$ cat src/rtl/hilo_pipe_if.sv
// HI/LO pipeline bundle: EX-stage write requests, MEM-stage control,
// and the forwarded/committed HI/LO values returned to the ALU.
interface hilo_pipe_if #(
  parameter int DW = 32
);
  logic          ex_hi_we;
  logic          ex_lo_we;
  logic [DW-1:0] ex_hi_i;
  logic [DW-1:0] ex_lo_i;
  logic          ex_stall;
  logic          ex_flush;
  logic          mem_stall;
  logic          mem_flush;
  logic [31:0]   mem_excepttype;
  logic [DW-1:0] hi_o;
  logic [DW-1:0] lo_o;
  logic [DW-1:0] arch_hi_o;
  logic [DW-1:0] arch_lo_o;
  logic          hilo_busy_o;

  modport master (
    output ex_hi_we, ex_lo_we, ex_hi_i, ex_lo_i,
    output ex_stall, ex_flush, mem_stall, mem_flush, mem_excepttype,
    input  hi_o, lo_o, arch_hi_o, arch_lo_o, hilo_busy_o
  );

  modport slave (
    input  ex_hi_we, ex_lo_we, ex_hi_i, ex_lo_i,
    input  ex_stall, ex_flush, mem_stall, mem_flush, mem_excepttype,
    output hi_o, lo_o, arch_hi_o, arch_lo_o, hilo_busy_o
  );
endinterface

$ cat src/rtl/hilo_pipe.sv
// Carries HI/LO writes from EX through MEM and WB slots into the architectural
// HI/LO registers, cancelling killed writes and forwarding the youngest value.
module hilo_pipe #(
  parameter int DW = 32
) (
  input logic        clk_i,
  input logic        rst_i,
  hilo_pipe_if.slave bus
);

  typedef struct packed {
    logic          hi_we;
    logic          lo_we;
    logic [DW-1:0] hi;
    logic [DW-1:0] lo;
  } slot_t;

  slot_t         mem_q, mem_d;
  slot_t         wb_q, wb_d;
  logic [DW-1:0] hi_q, hi_d;
  logic [DW-1:0] lo_q, lo_d;
  logic          kill;

  assign kill = |bus.mem_excepttype;

  // MEM slot: flush beats stall beats an EX bubble beats a normal load.
  always_comb begin
    // NOTE: default to the held value first so no path leaves mem_d unassigned (no latch).
    mem_d = mem_q;
    if (bus.mem_flush) begin
      mem_d.hi_we = 1'b0;
      mem_d.lo_we = 1'b0;
    end else if (bus.mem_stall) begin
      mem_d = mem_q;
    end else if (bus.ex_stall || bus.ex_flush) begin
      mem_d.hi_we = 1'b0;
      mem_d.lo_we = 1'b0;
    end else begin
      mem_d.hi_we = bus.ex_hi_we;
      mem_d.lo_we = bus.ex_lo_we;
      mem_d.hi    = bus.ex_hi_i;
      mem_d.lo    = bus.ex_lo_i;
    end
  end

  // WB slot keeps draining while MEM holds, so a stalled MEM sends a bubble.
  always_comb begin
    wb_d = mem_q;
    if (bus.mem_flush || kill || bus.mem_stall) begin
      wb_d       = wb_q;
      wb_d.hi_we = 1'b0;
      wb_d.lo_we = 1'b0;
    end
  end

  // WB is past the exception point, so commit ignores stall and flush.
  always_comb begin
    hi_d = wb_q.hi_we ? wb_q.hi : hi_q;
    lo_d = wb_q.lo_we ? wb_q.lo : lo_q;
  end

  always_ff @(posedge clk_i or posedge rst_i) begin
    if (rst_i) begin
      // NOTE: data fields are reset too, not just enables, so the architectural
      // registers read a defined 0 and nothing stale can ever be committed.
      mem_q <= '0;
      wb_q  <= '0;
      hi_q  <= '0;
      lo_q  <= '0;
    end else begin
      // NOTE: non-blocking assignments so every flop samples pre-edge values.
      mem_q <= mem_d;
      wb_q  <= wb_d;
      hi_q  <= hi_d;
      lo_q  <= lo_d;
    end
  end

  // Youngest valid write wins; an excepting MEM instruction is never forwarded.
  always_comb begin
    bus.hi_o = hi_q;
    bus.lo_o = lo_q;
    if (wb_q.hi_we)              bus.hi_o = wb_q.hi;
    if (mem_q.hi_we && !kill)    bus.hi_o = mem_q.hi;
    if (wb_q.lo_we)              bus.lo_o = wb_q.lo;
    if (mem_q.lo_we && !kill)    bus.lo_o = mem_q.lo;
  end

  assign bus.arch_hi_o   = hi_q;
  assign bus.arch_lo_o   = lo_q;
  assign bus.hilo_busy_o = ((mem_q.hi_we || mem_q.lo_we) && !kill)
                           || wb_q.hi_we || wb_q.lo_we;

endmodule

$ cat src/flat_wrapper.sv
// flat-port wrapper written by rule: the top's interface ports become plain ports
module hilo_pipe_flat 
#(
  parameter int DW = 32
)
  (clk_i, rst_i, bus_ex_hi_we, bus_ex_lo_we, bus_ex_hi_i, bus_ex_lo_i, bus_ex_stall, bus_ex_flush, bus_mem_stall, bus_mem_flush, bus_mem_excepttype, bus_hi_o, bus_lo_o, bus_arch_hi_o, bus_arch_lo_o, bus_hilo_busy_o);
  hilo_pipe_if #(.DW(DW)) bus_i ();
  input logic clk_i;
  input logic rst_i;
  input wire logic [$bits(bus_i.ex_hi_we)-1:0] bus_ex_hi_we;
  input wire logic [$bits(bus_i.ex_lo_we)-1:0] bus_ex_lo_we;
  input wire logic [$bits(bus_i.ex_hi_i)-1:0] bus_ex_hi_i;
  input wire logic [$bits(bus_i.ex_lo_i)-1:0] bus_ex_lo_i;
  input wire logic [$bits(bus_i.ex_stall)-1:0] bus_ex_stall;
  input wire logic [$bits(bus_i.ex_flush)-1:0] bus_ex_flush;
  input wire logic [$bits(bus_i.mem_stall)-1:0] bus_mem_stall;
  input wire logic [$bits(bus_i.mem_flush)-1:0] bus_mem_flush;
  input wire logic [$bits(bus_i.mem_excepttype)-1:0] bus_mem_excepttype;
  output wire logic [$bits(bus_i.hi_o)-1:0] bus_hi_o;
  output wire logic [$bits(bus_i.lo_o)-1:0] bus_lo_o;
  output wire logic [$bits(bus_i.arch_hi_o)-1:0] bus_arch_hi_o;
  output wire logic [$bits(bus_i.arch_lo_o)-1:0] bus_arch_lo_o;
  output wire logic [$bits(bus_i.hilo_busy_o)-1:0] bus_hilo_busy_o;
  assign bus_i.ex_hi_we = bus_ex_hi_we;
  assign bus_i.ex_lo_we = bus_ex_lo_we;
  assign bus_i.ex_hi_i = bus_ex_hi_i;
  assign bus_i.ex_lo_i = bus_ex_lo_i;
  assign bus_i.ex_stall = bus_ex_stall;
  assign bus_i.ex_flush = bus_ex_flush;
  assign bus_i.mem_stall = bus_mem_stall;
  assign bus_i.mem_flush = bus_mem_flush;
  assign bus_i.mem_excepttype = bus_mem_excepttype;
  assign bus_hi_o = bus_i.hi_o;
  assign bus_lo_o = bus_i.lo_o;
  assign bus_arch_hi_o = bus_i.arch_hi_o;
  assign bus_arch_lo_o = bus_i.arch_lo_o;
  assign bus_hilo_busy_o = bus_i.hilo_busy_o;
  hilo_pipe #(.DW(DW)) u_core (.clk_i(clk_i), .rst_i(rst_i), .bus(bus_i));
endmodule
$ cat config.mk
export PLATFORM = sky130hd
export DESIGN_NAME = hilo_pipe_flat
export DESIGN_NICKNAME = d
export VERILOG_FILES = /design/src/rtl/hilo_pipe_if.sv /design/src/rtl/hilo_pipe.sv /design/src/flat_wrapper.sv
export SDC_FILE = /design/constraint.sdc
export NUM_CORES = 1
export LEC_CHECK = 0
export ABC_AREA = 1
export BUFFER_PORTS_ARGS = -buffer_cell sky130_fd_sc_hd__buf_2
export CORE_MARGIN = 3
export CORE_UTILIZATION = 57
export CTS_CLUSTER_SIZE = 24
export DETAILED_ROUTE_END_ITERATION = 10
export PLACE_DENSITY = 0.84
export REMOVE_ABC_BUFFERS = 1
export SLEW_MARGIN = 10
export SYNTH_ARGS = -nofsm -noshare
export SYNTH_HDL_FRONTEND = slang
export SYNTH_SLANG_ARGS = --single-unit
$ cat constraint.sdc
create_clock -name clk_i -period 10.65 [get_ports clk_i]
set_input_delay 0.5325 -clock clk_i [delete_from_list [all_inputs] [get_ports clk_i]]
set_output_delay 0.5325 -clock clk_i [all_outputs]
set_load 0.1 [all_outputs]
; Word-level counts from Yosys, hierarchy flattened
; Cells that the tools add are included.
[classes]
mux = 9
bitwise = 3
eq_ne = 1
reduce_logical = 12
[ops]
columns = cell, count
row1 = 66-bit 2-to-1 mux, 2
row2 = 32-bit 2-to-1 mux, 4
row3 = 64-bit 2-to-1 mux, 1
row4 = 32-bit OR reduction, 1
row5 = 1-bit logical OR, 6
row6 = 2-bit 2-to-1 mux, 2
row7 = 1-bit logical AND, 3
row8 = 1-bit inverter, 3
row9 = 3-bit AND reduction, 1
row10 = "2-bit by 1-bit != test with 1-bit output, second input constant", 1
row11 = 1-bit logical NOT, 1
[totals]
reg_bits = 196
inputBits = 104
wordCells = 35
output_inout_bits = 129

; Logic depth before layout (Yosys ltp)
[logic_depth]
word_depth = 5
depth_mapped = 9
ltp_nobuf = 8

; Worst setup path before layout
; No wires, ideal clock.
[synth_path]
path_type = input to output
start = input port bus_mem_excepttype[31]
end = output port bus_hilo_busy_o
t_arrival_ns = 2.088
t_required_ns = 10.118
slack_ns = 8.029
cell_stages = 8
path_buffers = 1
cell_sequence = nor2_1 > nand2_1 > nor2_1 > nand2_1 > nor2_4 > nand2_1 > buf_2 > nand3_1
[synth_between]
elab_chain_len = 5
[synth_lines]
columns = item, line
row1 = from (decl), flat_wrapper.sv:18  ; input wire logic [$bits(bus_i.mem_excepttype)-1:0] bus_mem_excepttype;
row2 = 32-bit OR reduction, hilo_pipe.sv:24  ; assign kill = |bus.mem_excepttype;
row3 = 1-bit logical NOT, hilo_pipe.sv:91  ; assign bus.hilo_busy_o = ((mem_q.hi_we || mem_q.lo_we) && !kill)
row4 = 1-bit logical AND, hilo_pipe.sv:91
row5 = 1-bit logical OR (2 in a row), hilo_pipe.sv:92  ; || wb_q.hi_we || wb_q.lo_we;
row6 = to (decl), flat_wrapper.sv:23  ; output wire logic [$bits(bus_i.hilo_busy_o)-1:0] bus_hilo_busy_o;
; Every way passes these cells.

; Worst setup path after layout
[layout_path]
start = input port bus_mem_excepttype[21]
end = output port bus_hi_o[31]
[layout_between]
elab_chain_len = 4
[layout_lines]
columns = item, line
row1 = 32-bit OR reduction, hilo_pipe.sv:24
row2 = 1-bit logical NOT, hilo_pipe.sv:84  ; if (mem_q.hi_we && !kill) bus.hi_o = mem_q.hi;
row3 = 1-bit logical AND, hilo_pipe.sv:84
row4 = 32-bit 2-to-1 mux, hilo_pipe.sv:84
row5 = to (decl), flat_wrapper.sv:19  ; output wire logic [$bits(bus_i.hi_o)-1:0] bus_hi_o;
; Every way passes these cells.

==> results.toml <==
[cells_and_area]
drive_gt1_frac = 0.371
synthToLayoutAreaGrowth_pct = 20.4
fill_cells = 1074
design_area_um2 = 10200
seq_area_um2 = 4900
layoutNonFillerInstCount = 1212
nNetsFinal = 1124
antenna_cells = 0
multi_input_area_um2 = 3250

[sta]
fin_crit_sh = 0.421
slew_viol_final = 0
rsz0062_at_grt = "false"
tns_ns = 0
post-route-min-period_ns = 4.48
setup_violations = 0
max_freq_mhz = 223
holdWs_ns = 0.258
hold_violations = 0
worst_slack_ns = 6.17
maxSlewHeadroom = 0.304
skew_ns = 0.00590
tightest_slew_ns = 1.04

[power_and_ir_drop]
leakage_nw = 5.84
ir_worst_vdd_v = 0.000100
clock_power_share = 0.410
swShare = 0.213
powerDensity_nw_per_um2 = 155
p_switching_w = 0.000338
combPwrFrac = 0.061
p_int_w = 0.00125
power_frac_seq = 0.529

[global_route]
grt_remaining_overflow = 0
grt_pass1_wl_um = 32300
grtUsageTotal = 0.250
grt_pass1_vias = 6553
grt_antenna_before_repair = 0
grt_max_degree = 128

[route]
postRouteAntennaNets = 0
drtPass1Iterations = 5
num_vias = 6606
post_drt_via_cell_ratio = 5.45
routed_wl_um = 20100
drt_iter0_markers = 440
avgRoutedWirePerCell_um = 16.5
drc = 0

[clock_network]
cts_tree = "yes"
post-cts-setup-buffers = 0
numCtsBuffers = 17
cts.path.max_buffers = 2
htree_num_levels = 4
cts_root_buffer = "clkbuf_16"
path_clk_slew_ns = 0.06
cts.sinks = 196
cts-resized-gates = 0
insertion_delay_ns = 0.42
hold_buffers = 0

[logic_synthesis]
synth_compound_area_frac = 0
ys_types = 15
ys_seq_elements = 196
synthXorXnorAreaFrac = 0
syn_area_per_cell_um2 = 10.5
synth_simple_gate_area_frac = 0.212
synth_area_um2 = 8500
ys_seq_area_frac = 0.577
synthMuxAreaShare = 0.170
syn_inst = 813
yosysWarnings = 0
synth_top_family_by_area = "simple AND/OR/NAND/NOR gates"
synth_fa_ha_area_frac = 0

[job]
drv_cap = 0

[place]
dp.cells = 1185
place_congestion = 0.795
io_buffer_count = 232
place_hpwl_um = 12900
place_ws_ns = 6.16
placed_area_um2 = 9640

[floorplan]
die_x_um = 128
row_count = 44
pin_count = 233
core_area_um2 = 14600
initial_core_util = 0.583
die-area_um2 = 16400
die_h_um = 128

[critical_path]
critPathMaxFanout = 84
cp-startpoint = "bus_mem_excepttype[21]"
crit_path_end_kind = "output pin"
crit_required_ns = 10.12
crit_path_frequent_cell = "nand2_1"
crit_path_cell_trace = "buf_2 -> nor2_1 -> nand2_1 -> nor2_1 -> nand2_1 -> nor2_4 -> buf_4 -> nand2_1 -> buf_4 -> nand2_1 -> nand2_1 -> buf_2"
endpoint = "bus_hi_o[31]"
crit_path_top_delay_cell = "nor2_4"
start_kind = "input port"
critPathKind = "input port to output pin"
worstPathArrival_ns = 3.95
cpPeakStageDelay_ns = 0.81
ff2ff_setup_slack_ns = 8.89
reg2regPathDepth = 2
r2r_end = "u_core.bus.arch_lo_o[4]"
crit-reg2reg-launch = "u_core.wb_q[64]"

[status]
outcome = "completed"

[worst_hold_path]
hp-class = "input port to asynchronous set/reset pin"
cell usage in the layout (no fill, tap or decap):
cell | netlist | final
nor2_4 | 1 | 2
nand3_1 | 133 | 133
dfrtp_1 | 196 | 196
nand2_2 | 2 | 2
clkinv_2 | 0 | 2
clkbuf_16 | 0 | 17
mux2_2 | 108 | 108
inv_1 | 3 | 2
buf_4 | 1 | 11
clkbuf_1 | 15 | 2
bufinv_16 | 0 | 4
mux2_1 | 20 | 20
buf_2 | 26 | 232
nand2_1 | 270 | 270
nor2_1 | 24 | 24
inv_8 | 0 | 1
clkbuf_8 | 0 | 2
stage by stage:
stage                     total power (W)   util
after floorplan                  0.000905      -
after global placement           0.000942  0.661
after detailed placement         0.000950  0.661
after CTS                         0.00160  0.701
after global routing              0.00165  0.701
final                             0.00159  0.701
synthesized netlist by cell type (all sizes together):
cell,count,area share
nand2,272,0.12
mux2,128,0.17
buf,40,0.034
clkbuf,15,0.0066
inv,3,0.0013
nor2,26,0.013
dfrtp,196,0.58
nand3,133,0.078
kinds of logic after synthesis:
kind of cell	Yosys count
AND/OR/NAND/NOR	431
multiplexers	128
buffers and inverters	58
flip-flops	196
metal layers:
layer / wire [um] / GRT usage
met5: 0 / 0
met1: 8200 / 0.324
met2: 10400 / 0.420
met4: 487 / 0.0999
met3: 1010 / 0.0425
layout make-up:
cell class / instances / share of cell area
clock buffers: 21 / 0.0450
multi-input cells: 559 / 0.317
inverters: 3 / 0.00183
repair buffers: 243 / 0.122
flip-flops and latches: 196 / 0.479
clock inverters: 6 / 0.0127
well taps: 184 / 0.0225
power by group through the flow:
stage	logic [W]	registers [W]	clock network, W
floorplan	0.0000627	0.000842	0
global placement	0.0000940	0.000848	0
detailed placement	0.0000982	0.000851	0
CTS	0.0000986	0.000838	0.000660
global route	0.000108	0.000846	0.000693
finish	0.0000963	0.000840	0.000651
sequential cells by signal, indices dropped and copies added (netlist names):
name	cells
u_core.mem_q	66
u_core.bus.arch_hi_o	32
u_core.bus.arch_lo_o	32
u_core.wb_q	66
worst min path at each step:
stage                             endpoint  slack (ns)  cells past startpoint
after floorplan             u_core.wb_q[0]        0.44                      2
after global placement      u_core.wb_q[2]        0.45                      2
after detailed placement   u_core.wb_q[10]        0.45                      2
after CTS                 u_core.mem_q[35]        0.30                      2
after global routing      u_core.mem_q[50]        0.32                      2
final                       u_core.wb_q[1]        0.26                      2
critical path, delay by kind of cell:
family	cells	cell delay [ns]
simple gates	8	1.79
buf+inv	4	1.59
Note: power is estimated with default switching activity, not from simulation.
